## src/rtl/skipring_pkg.sv

```systemverilog
`default_nettype none
// ---------------------------------------------------------------------------
// skipring_pkg : shared types, defaults and helpers for the skipring_mc block
// Revision     : 1.0
// ---------------------------------------------------------------------------
package skipring_pkg;

  localparam int DEF_LEN = 16;
  localparam int DEF_NCH = 4;
  localparam int DEF_CW  = 16;

  typedef enum logic [0:0] {
    LS_IDLE = 1'b0,
    LS_PEND = 1'b1
  } ld_state_e;

  // A requested length of 0 or beyond the physical ring selects the full ring.
  function automatic int clamp_len(input int ldlen, input int len);
    return ((ldlen == 0) || (ldlen > len)) ? len : ldlen;
  endfunction

  function automatic longint cnt_max(input int cw);
    return (longint'(1) << cw) - longint'(1);
  endfunction

endpackage
`default_nettype wire

```

## src/rtl/skipring_mc_skip_cnt.sv

```systemverilog
`default_nettype none
// ---------------------------------------------------------------------------
// skip_cnt : saturating skip counter, clear has priority over increment
// Revision : 1.0
// ---------------------------------------------------------------------------
module skip_cnt
  import skipring_pkg::*;
#(
  parameter int CW = DEF_CW
) (
  input  logic          clk_i,
  input  logic          rst_n_i,
  input  logic          inc_i,
  input  logic          clr_i,
  output logic [CW-1:0] cnt_o
);

  localparam logic [CW-1:0] CNT_MAX = CW'(cnt_max(CW));

  logic [CW-1:0] cnt_q;
  logic [CW-1:0] cnt_d;

  always_comb begin
    cnt_d = cnt_q;
    if (clr_i) begin
      cnt_d = '0;
    end else if (inc_i && (cnt_q != CNT_MAX)) begin
      cnt_d = cnt_q + CW'(1);
    end
  end

  always_ff @(posedge clk_i) begin
    if (!rst_n_i) begin
      cnt_q <= '0;
    end else begin
      cnt_q <= cnt_d;
    end
  end

  assign cnt_o = cnt_q;

endmodule
`default_nettype wire

```

## src/rtl/skipring_mc.sv

```systemverilog
`default_nettype none
// ---------------------------------------------------------------------------
// skipring_mc : multi-channel programmable-length clock-enable skip ring
// Revision    : 1.0
// ---------------------------------------------------------------------------
module skipring_mc
  import skipring_pkg::*;
#(
  parameter int             LEN    = DEF_LEN,
  parameter int             NCH    = DEF_NCH,
  parameter int             CW     = DEF_CW,
  parameter logic [LEN-1:0] defSEL = LEN'(1),
  parameter int             LW     = $clog2(LEN + 1)
) (
  input  logic                iCLK,
  input  logic                RST,
  input  logic                E,
  input  logic                LD,
  input  logic                LDNOW,
  input  logic [LEN-1:0]      LDSEL,
  input  logic [LW-1:0]       LDLEN,
  input  logic [NCH*LEN-1:0]  MASK,
  input  logic                CLR,
  output logic [NCH-1:0]      oCE,
  output logic [LW-1:0]       oPOS,
  output logic                oWRAP,
  output logic                oBUSY,
  output logic                oST,
  output logic [NCH*CW-1:0]   oSKCNT
);

  logic            e_q;
  logic [LEN-1:0]  sel_q, sel_d, sel_rot, ssel_q;
  logic [LW-1:0]   len_q, len_d, pos_q, pos_d, slen_q;
  ld_state_e       state_q;
  logic            busy_q;

  logic            w_wrap, w_idle, w_imm, w_cap, w_def, w_last;
  logic [LW-1:0]   w_ldlen;
  logic [NCH-1:0]  w_hit;

  function automatic logic [LEN-1:0] len_mask(input logic [LW-1:0] l);
    logic [LEN-1:0] m;
    m = '0;
    for (int i = 0; i < LEN; i++) begin
      if (i < int'(l)) m[i] = 1'b1;
    end
    return m;
  endfunction

  assign w_ldlen = LW'(clamp_len(int'(LDLEN), LEN));
  assign w_wrap  = e_q && (pos_q == (len_q - LW'(1)));
  assign w_idle  = (state_q == LS_IDLE);
  assign w_imm   = LD && LDNOW && w_idle;
  assign w_cap   = LD && !LDNOW && w_idle;
  assign w_def   = !w_idle && w_wrap;

  // Rotate only the active L bits; the top slot feeds slot 0.
  always_comb begin
    w_last  = 1'b0;
    sel_rot = '0;
    for (int j = 0; j < LEN; j++) begin
      if (j == int'(len_q) - 1) w_last = sel_q[j];
    end
    sel_rot[0] = w_last;
    for (int i = 1; i < LEN; i++) begin
      if (i < int'(len_q)) sel_rot[i] = sel_q[i-1];
    end
  end

  always_comb begin
    sel_d = sel_q;
    len_d = len_q;
    pos_d = pos_q;
    if (w_imm) begin
      sel_d = LDSEL & len_mask(w_ldlen);
      len_d = w_ldlen;
      pos_d = '0;
    end else if (w_def) begin
      sel_d = ssel_q;
      len_d = slen_q;
      pos_d = '0;
    end else if (e_q) begin
      sel_d = sel_rot;
      pos_d = (pos_q == (len_q - LW'(1))) ? '0 : pos_q + LW'(1);
    end
  end

  always_ff @(posedge iCLK) begin
    if (!RST) begin
      e_q   <= 1'b0;
      sel_q <= defSEL;
      len_q <= LW'(LEN);
      pos_q <= '0;
    end else begin
      e_q   <= E;
      sel_q <= sel_d;
      len_q <= len_d;
      pos_q <= pos_d;
    end
  end

  // Deferred-load FSM; the shadow is stored already clamped and masked.
  always_ff @(posedge iCLK) begin
    if (!RST) begin
      state_q <= LS_IDLE;
      busy_q  <= 1'b0;
      ssel_q  <= '0;
      slen_q  <= '0;
    end else begin
      case (state_q)
        LS_IDLE: begin
          if (w_cap) begin
            state_q <= LS_PEND;
            busy_q  <= 1'b1;
            ssel_q  <= LDSEL & len_mask(w_ldlen);
            slen_q  <= w_ldlen;
          end
        end
        LS_PEND: begin
          if (w_wrap) begin
            state_q <= LS_IDLE;
            busy_q  <= 1'b0;
          end
        end
        default: begin
          state_q <= LS_IDLE;
          busy_q  <= 1'b0;
        end
      endcase
    end
  end

  for (genvar c = 0; c < NCH; c++) begin : g_ch
    assign w_hit[c] = e_q && (|(sel_q & MASK[c*LEN +: LEN]));
    assign oCE[c]   = ~w_hit[c];

    skip_cnt #(.CW(CW)) u_cnt (
      .clk_i   (iCLK),
      .rst_n_i (RST),
      .inc_i   (w_hit[c]),
      .clr_i   (CLR),
      .cnt_o   (oSKCNT[c*CW +: CW])
    );
  end

  assign oPOS  = pos_q;
  assign oWRAP = w_wrap;
  assign oBUSY = busy_q;
  assign oST   = e_q;

endmodule
`default_nettype wire

```

## config.mk

```make
export PLATFORM = sky130hd
export DESIGN_NAME = skipring_mc
export DESIGN_NICKNAME = d
export VERILOG_FILES = /design/src/rtl/skipring_pkg.sv /design/src/rtl/skipring_mc_skip_cnt.sv /design/src/rtl/skipring_mc.sv
export SDC_FILE = /design/constraint.sdc
export NUM_CORES = 1
export LEC_CHECK = 0
export CAP_MARGIN = 20
export CORE_MARGIN = 1.5
export CORE_UTILIZATION = 30
export DETAILED_ROUTE_END_ITERATION = 8
export PLACE_DENSITY = 0.63
export SETUP_SLACK_MARGIN = 0.02
export SLEW_MARGIN = 20
export SYNTH_ARGS = -nofsm -noshare
export SYNTH_HDL_FRONTEND = slang
export SYNTH_SLANG_ARGS = --single-unit
```

## constraint.sdc

```tcl
create_clock -name iCLK -period 4.9 [get_ports iCLK]
set_clock_uncertainty 0.2 [all_clocks]
set_input_delay 0.735 -clock iCLK [delete_from_list [all_inputs] [get_ports iCLK]]
set_output_delay 0.735 -clock iCLK [all_outputs]
set_load 0.05 [all_outputs]
```

# Word-level counts from Yosys, hierarchy flattened

Index checks and enable logic that the tools add are counted.

Register bits after elaboration: 114
Word-level logic and storage cells: 240
Bits of input ports: 91
Memories kept: 0
Output and inout bits: 76
Latch bits: 0
Bits in read-only memories: 0
RAM bits: 0

Bitwise gates (word level): 12
Shift operators: 0
Mux-type cells: 124
Div/mod/pow operators: 0
Equal/unequal tests: 23
$add $sub $neg: 7
$lt $le $gt $ge: 32
Multipliers: 0
Reductions and logical operators: 29

Operator list:

| kind                                                 | number |
|---|---|
| two-way mux 1 bit                                    | 115 |
| AND 16 bit                                           | 6 |
| < comparator 4 x 5 -> 1 bit, first input constant    | 16 |
| adder 16 x 1 -> 16 bit, second input constant        | 4 |
| != test 16 bit, second input constant                | 4 |
| OR reduction 16 bit                                  | 4 |
| == test 5 x 6 -> 1 bit, first input constant         | 8 |
| two-way mux 16 bit                                   | 3 |
| < comparator 3 x 5 -> 1 bit, first input constant    | 8 |
| zero test 32 bit                                     | 1 |
| == test 4 x 6 -> 1 bit, first input constant         | 4 |
| < comparator 2 x 5 -> 1 bit, first input constant    | 4 |
| two-way mux 5 bit                                    | 4 |
| != test 18 x 3 -> 1 bit, second input constant       | 1 |
| < comparator 1 x 5 -> 1 bit, first input constant    | 3 |
| logical AND 1 bit                                    | 14 |
| == test 3 x 6 -> 1 bit, first input constant         | 2 |
| == test 2 x 6 -> 1 bit, first input constant         | 1 |
| NOT 1 bit                                            | 6 |
| AND reduction 2 bit                                  | 3 |
| subtractor 5 x 1 -> 6 bit, second input constant     | 1 |
| adder 5 x 1 -> 5 bit, second input constant          | 1 |
| == test 5 bit                                        | 1 |
| greater-than comparator 5 bit, second input constant | 1 |
| 10 further kinds                                     | 12 |

# Longest topological paths before layout

Gate-level depths: netlist of the first run.

Depth in word-level cells: 21
Gate-level depth with buffers: 12
Depth with buffers taken out: 9

# Hierarchy

Synthesis of the first run repeated with hierarchy kept, for this count alone.

Cells, all modules: 837
Area total of the unflattened synthesis: 6959.2 um^2

Modules (own cells, without submodules):

| module      | seq. area each (um^2) | area each (um^2) | instances | cells each |
|---|---|---|---|---|
| skipring_mc | 1001.0                | 3500.9           | 1         | 473 |
| skip_cnt    | 320.3                 | 864.6            | 4         | 91 |

# Worst setup path before layout of the first run

Ideal clock, no wire load.

Path type: input-to-output
Start point: in MASK[22]
End point: out oCE[1]
Cell stages on the path: 5
Slack: 1.992 ns
Arrival time: 1.973 ns
Buffers on the path: 1
Cells stage by stage: a22o_1 a221oi_1 nand3_1 o21ai_1 buf_2

Longest elaborated chain between the ends: 4

Ends and longest elaborated chain:

| item                | RTL line           | source |
|---|---|---|
| start, declared     | skipring_mc.sv:22  | `input logic [NCH*LEN-1:0] MASK,` |
| AND 16 bit          | skipring_mc.sv:135 | `assign w_hit[c] = e_q && (\|(sel_q & MASK[c*LEN +: LEN]));` |
| OR reduction 16 bit | skipring_mc.sv:135 |  |
| logical AND 1 bit   | skipring_mc.sv:135 |  |
| NOT 1 bit           | skipring_mc.sv:136 | `assign oCE[c] = ~w_hit[c];` |
| end, declared       | skipring_mc.sv:24  | `output logic [NCH-1:0] oCE,` |

Every way passes these cells.

# Worst setup path after layout of the first run

Start point: reg len_q[1]
End point: out oWRAP

Longest elaborated chain between the ends: 3

Ends and longest elaborated chain:

| item                      | RTL line          | source |
|---|---|---|
| start, declared           | skipring_mc.sv:34 | `logic [LW-1:0] len_q, len_d, pos_q, pos_d, slen_q;` |
| start signal, assigned    | skipring_mc.sv:93 | `len_q <= LW'(LEN);` |
| start signal, assigned    | skipring_mc.sv:98 | `len_q <= len_d;` |
| subtractor 5 x 1 -> 5 bit | skipring_mc.sv:52 | `assign w_wrap = e_q && (pos_q == (len_q - LW'(1)));` |
| == test 5 bit             | skipring_mc.sv:52 |  |
| logical AND 1 bit         | skipring_mc.sv:52 |  |
| end, declared             | skipring_mc.sv:26 | `output logic oWRAP,` |

Every way passes these cells.

==> impl_results.md, run 1 <==
- Sw Pwr: between 700 and 800 µW
- Layout cell share with drive strength beyond 1: 5.24%
- Library cells used by synthesis: 54
- Slowest CP cell: clkdlybuf4s50_1
- Post-layout min period: 4.30 ns
- Final WL: 21.6 mm
- Fin nets: 1044
- Initial Util: 30.9%
- Final Slew Violations: 0
- Detailed Place HPWL: 15.6 mm
- Crit Path Max Fanout: 16
- HP Class: reg -> reg
- Clock latency on the worst-skew pair: 0.42 ns
- Final Wtd Congestion: 0.865
- Max-cap violations: 0
- Die W: 148 µm
- Routed wire per std cell: 17.7 µm
- Critical path required time: between 3 and 4 ns
- # placed instances: between 1000 and 1500
- DR vias: between 6000 and 7000
- Commonest non-fill, non-tap cell in the layout: clkdlybuf4s50_1
- First-pass detailed-route iteration total: 5
- Syn nets: 895
- Die Y: 148 µm
- Setup crit start kind: flip-flop
- Largest net degree at the start of global routing: 49
- Final core utilization: 42.9%
- Cell Count, Final, Fillers Out: 1225
- Cells after Synth: 793
- Global Route Usage Sum: 19.7%
- Number of synthesized flops with an enable pin: 0
- CTS Buf Count: 17
- Max stage delay on crit path: between 0.8 and 0.9 ns
- Register share of total power: 39.4%
- Worst slew pin tran: approximately 1.1 ns
- Die Area: around 22000 µm²
- Clk pwr share: 46.7%
- Final Cycle Share: 87.9%
- Combinational power share: around 14%
- Most frequent cells in the layout: 166 x clkdlybuf4s50_1, 114 x dfxtp_1, 101 x nand2_1
- Remaining Overflow, GRT: 0
- Cell-internal power: 1880 µW
- Sw frac: 27.2%
- Resize count post-CTS: 0
- Core Area: 20400 µm²
- Power Dens Cells: slightly below 300 nW/µm²
- Clock sink count: 114
- First-pass GRT wire length: 33.2 mm
- Worst-path cell chain: inv_1, ha_1, nor3b_2, xnor2_1, nor4_2, and2_1, clkdlybuf4s50_1
- DR vias/cell: around 5.2
- Primary FF master, synth: dfxtp_1
- Register area: 2280 µm²
- DRC Markers: 0
- Outcome: finished clean
- RSZ-0062 raised after global routing: no
- CTS clock-pin slew for the worst setup and hold paths: 0.06 ns
- Final hold violation count: 0
- Leak: around 0.0032 µW
- Area growth syn-to-layout: 38.6%
- Fill count: between 2000 and 2500
- Max VDD drop: 0.171 mV
- CTS tree: done
- Avg Cell Area, Syn: 7.97 µm²
- Clock Tree Root: clkbuf_16
- Initial antenna violation count: 0
- Crit end category: output port
- Final setup vio count: 0
- Cts hold-fix bufs: 0
- Clk buf depth: 2
- Largest area contributor in the netlist: dfxtp_1
- Register area share after synthesis: 36.1%
- Syn Std Cell Area: 6320 µm²
- Crit path DAT: 3.37 ns
- Flops & latches, synth: between 100 and 150
- Ys Warns: 0
- Critical path type: reg -> out
- Pre-CTS setup slack: 0.996 ns
- Port Buf Inserts: approximately 170
- Row cnt: 52
- H-tree depth: 4
- Footprint of the multi-input gates: roughly 3800 µm²
- # diodes: 0
- Drt initial violations: about 350
- Synth async-reset ratio: 0%
- WHS: about 0.26 ns
- DRT antenna net count: 0
- IO Count: 167
- Setup TNS Final: 0 ns
- Rel. slew slack: 29.2%
- Synth area leaders: dfxtp_1 36%, xor2_1 6.1%, nand2_1 6.0%
- FMAX: 232 MHz
- Post-CTS Setup Bufs: 0
- Setup ws final: 0.595 ns
- Top cell type's share of synthesized area: 36.1%
- Vias in the first global route: 5942
power by group through the flow:
stage / logic, µW / clock network, µW / registers, µW
6_report: 359 / 1210 / 1020
5_1_grt: 394 / 1290 / 1020
4_1_cts: 359 / 1230 / 1020
3_5_place_dp: 357 / 0 / 1040
3_3_place_gp: 354 / 0 / 1040
2_1_floorplan: 212 / 0 / 1010
metal layers:
layer / GRT usage, % / part of all wire [%] / wire, µm
met5: 0 / 0 / 0
met4: 6.39 / 1.3 / 278
met3: 4.72 / 6.1 / 1310
met2: 31.3 / 46 / 9990
met1: 26.3 / 46 / 10100
stage by stage:
step                      area, µm²  total power [µW]
after global routing           8760              2700
after CTS                      8760              2610
after global placement         8180              1390
after floorplan                6320              1220
final                          8760              2590
after detailed placement       8180              1390
Yosys cell counts, drive strengths merged, types with 18 or more instances:
library cell  count
a221oi           19
nor3             18
and3             26
nand2           101
nand3            29
clkbuf           32
xor2             44
o21ai            55
nor2             94
a21oi            25
dfxtp           114
xnor2            27
logic make-up after synthesis:
kind of cell,Yosys count,share of synthesized area [%]
AND/OR/NAND/NOR,344,26.2
AO/OA/AOI/OAI,185,20.2
flip-flops,114,36.1
XOR/XNOR,71,9.84
buffers and inverters,61,4.34
adder cells (fa/ha/maj),11,2.18
multiplexers,7,1.11
worst max-delay path: cells and delay by family, from the launching register on:
family | cells | cell delay (ns)
XOR/XNOR | 1 | 0.10
adder cells (fa/ha/maj) | 1 | 0.60
buffers and inverters | 2 | 1.05
flip-flops | 1 | 0.38
AND/OR/NAND/NOR | 3 | 0.83
flip-flops by register name, summed over array words and instances (netlist names):
signal and flops:
oST 1, len_q 5, oBUSY 1, slen_q 5, g_ch.u_cnt.cnt_o 64, state_q 1
oPOS 5, sel_q 16, ssel_q 16
layout make-up:
class / instances / share of cell area, %
clock inverter: 13 / 1.54
timing repair buffer: 176 / 19.8
tap: 270 / 3.86
sequential: 114 / 26.1
multi-input combinational: 618 / 43.0
clock buffer: 19 / 5.06
inverter: 15 / 0.643
final timing paths:
check                                              from                     end  slack (ns)  cells after the start
worst min register to register  ssel_q[11]$_SDFFE_PN0P_  sel_q[11]$_SDFFE_PN0P_        0.26                      2
worst max-delay path              len_q[1]$_SDFFE_PN0N_                   oWRAP        0.60                      7
worst max register to register    len_q[1]$_SDFFE_PN0N_   len_q[3]$_SDFFE_PN0N_        1.09                      9
worst min-delay path            ssel_q[11]$_SDFFE_PN0P_  sel_q[11]$_SDFFE_PN0P_        0.26                      2
(Power assumes the default switching activity.)
==> run 2: changes to the inputs <==
CAP_MARGIN = 30   (was 20)
HOLD_SLACK_MARGIN = 0.08   (was default)
==> run 2 against run 1 <==
Net effect:
- clock power grew 15%
- core utilization is 0.55 points higher
- first-iteration DRC count increased by 29%
- combinational power is 1% higher
- largest power group unchanged
==> impl_results.md, run 2 (synthesized netlist as in run 1, its figures left out) <==
- Area growth syn-to-layout: 40.3%
- Worst-path cell chain: inv_1, ha_1, nor3b_2, xnor2_1, nor4_2, and2_1, clkdlybuf4s50_1
- Initial Util: 30.9% (unchanged)
- DR vias/cell: 5.20 (about the same)
- Setup TNS Final: 0 ns (unchanged)
- Clk buf depth: 2 (unchanged)
- H-tree depth: 4 (unchanged)
- CTS Buf Count: 17 (unchanged)
- Post-layout min period: 4.31 ns (+0.00399 ns)
- Vias in the first global route: 5917 (-0.42%)
- DRT antenna net count: 0 (unchanged)
- DRC Markers: 0 (unchanged)
- Post-CTS Setup Bufs: 0 (unchanged)
- Clock sink count: 114 (unchanged)
- RSZ-0062 raised after global routing: no
- Slowest CP cell: clkdlybuf4s50_1
- Pre-CTS setup slack: 0.962 ns (-0.0345 ns)
- First-pass GRT wire length: 33.3 mm (+0.14%)
- Final setup vio count: 0 (unchanged)
- Max VDD drop: 0.172 mV (+0.62%)
- Leak: 0.00323 µW (+1.7%)
- Clock Tree Root: clkbuf_16
- Remaining Overflow, GRT: 0 (unchanged)
- IO Count: 167 (unchanged)
- Drt initial violations: 453 (+29%)
- CTS clock-pin slew for the worst setup and hold paths: 0.06 ns (about the same)
- Max-cap violations: 0 (unchanged)
- Power Dens Cells: 313 nW/µm² (+5.9%)
- Cell Count, Final, Fillers Out: 1228 (+0.24%)
- Die Area: 21900 µm² (unchanged)
- Cts hold-fix bufs: 0 (unchanged)
- Core Area: 20400 µm² (unchanged)
- FMAX: 232 MHz (about the same)
- Resize count post-CTS: 0 (unchanged)
- Critical path required time: 3.96 ns (about the same)
- Largest net degree at the start of global routing: 49 (unchanged)
- Routed wire per std cell: 17.6 µm (-0.29%)
- Crit end category: output port
- Commonest non-fill, non-tap cell in the layout: clkdlybuf4s50_1
- # placed instances: 1194 (+0.084%)
- CP delay by family, top: buffers and inverters
- Global Route Usage Sum: 19.7% (-0.020 points)
- Max stage delay on crit path: 0.82 ns (about the same)
- Final hold violation count: 0 (unchanged)
- HP Class: reg -> reg
- Fill count: 2044 (-0.49%)
- Rel. slew slack: 36.5% (+7.3 points)
- Row cnt: 52 (unchanged)
- Max reg flops: 64 (unchanged)
- Final Cycle Share: 87.9% (about the same)
- Buf+Inv Stages, Crit Path: 2 (unchanged)
- Setup ws final: 0.591 ns (-0.00399 ns)
- Initial antenna violation count: 0 (unchanged)
- Die W: 148 µm (unchanged)
- CTS tree: done
- Port Buf Inserts: 166 (unchanged)
- Final WL: 21.6 mm (about the same)
- Most frequent cells in the layout: 166 x clkdlybuf4s50_1, 114 x dfxtp_1, 101 x nand2_1
- Crit Path Max Fanout: 16 (unchanged)
- Final Slew Violations: 0 (unchanged)
- Outcome: finished clean
- First-pass detailed-route iteration total: 5 (unchanged)
- Die Y: 148 µm (unchanged)
- Crit path DAT: 3.37 ns (about the same)
- Worst slew pin tran: 0.952 ns (-0.106 ns)
- Final Wtd Congestion: 0.865 (unchanged)
- Detailed Place HPWL: 15.6 mm (-0.15%)
- Layout cell share with drive strength beyond 1: 5.64% (+0.40 points)
- Critical path type: reg -> out
- DR vias: 6391 (+0.22%)
- Fin nets: 1047 (+0.29%)
- # diodes: 0 (unchanged)
- Setup crit start kind: flip-flop
- Clock latency on the worst-skew pair: 0.42 ns (about the same)
- WHS: 0.255 ns (-0.00451 ns)
==> run 2: cell count changes in the layout (fill, tap and decap cells not counted) <==
cell	previous run	this run
clkinvlp_4	2	1
clkbuf_1	1	0
buf_6	0	1
clkinv_4	2	3
buf_4	10	12
inv_6	2	4
clkinv_2	5	1
bufinv_16	2	5
==> run 2: worst paths after layout <==
kind	startpoint	endpoint	slack, ns	cells past startpoint
worst max-delay path	len_q[1]$_SDFFE_PN0N_	oWRAP	0.59	7
worst min-delay path	ssel_q[11]$_SDFFE_PN0P_	sel_q[11]$_SDFFE_PN0P_	0.25	2
worst max register to register	len_q[1]$_SDFFE_PN0N_	sel_q[0]$_SDFFE_PN1P_	1.09	10
worst min register to register	ssel_q[11]$_SDFFE_PN0P_	sel_q[11]$_SDFFE_PN0P_	0.25	2
==> run 2: layer usage <==
| layer | GRT usage [%] | wire (µm) | vias up |
|---|---|---|---|
| li1 | - | - | 3128 |
| met1 | 26.4 | 9850 | 2986 |
| met2 | 30.5 | 9700 | 241 |
| met3 | 4.48 | 1580 | 36 |
| met4 | 8.22 | 497 | 0 |
| met5 | 0 | 0 | - |
==> run 2: power breakdown <==
group          internal [µW]  switching, µW
logic                    172            190
registers                953           67.0
clock network            923            467
total                   2050            725
==> run 2: cell type report <==
class | count | area [µm²] | share of cell area (%)
multi-input combinational | 618 | 3760 | 42.5
sequential | 114 | 2280 | 25.7
timing repair buffer | 179 | 1760 | 19.9
clock buffer | 18 | 439 | 4.95
tap | 270 | 338 | 3.81
clock inverter | 14 | 224 | 2.53
inverter | 15 | 56.3 | 0.635
==> run 2: tightest hold or removal path: cells and delay by family, from the launching register on <==
family          cells  cell delay [ns]
compound gates      1             0.05
flops               1             0.31
simple gates        1             0.05
==> run 2: per-stage QoR <==
step	utilization (%)	power (µW)	area, µm²
2_1_floorplan	-	1220	6320
3_3_place_gp	40.0	1390	8180
3_5_place_dp	40.1	1400	8190
4_1_cts	43.3	2790	8850
5_1_grt	43.4	2880	8870
6_report	43.4	2770	8870
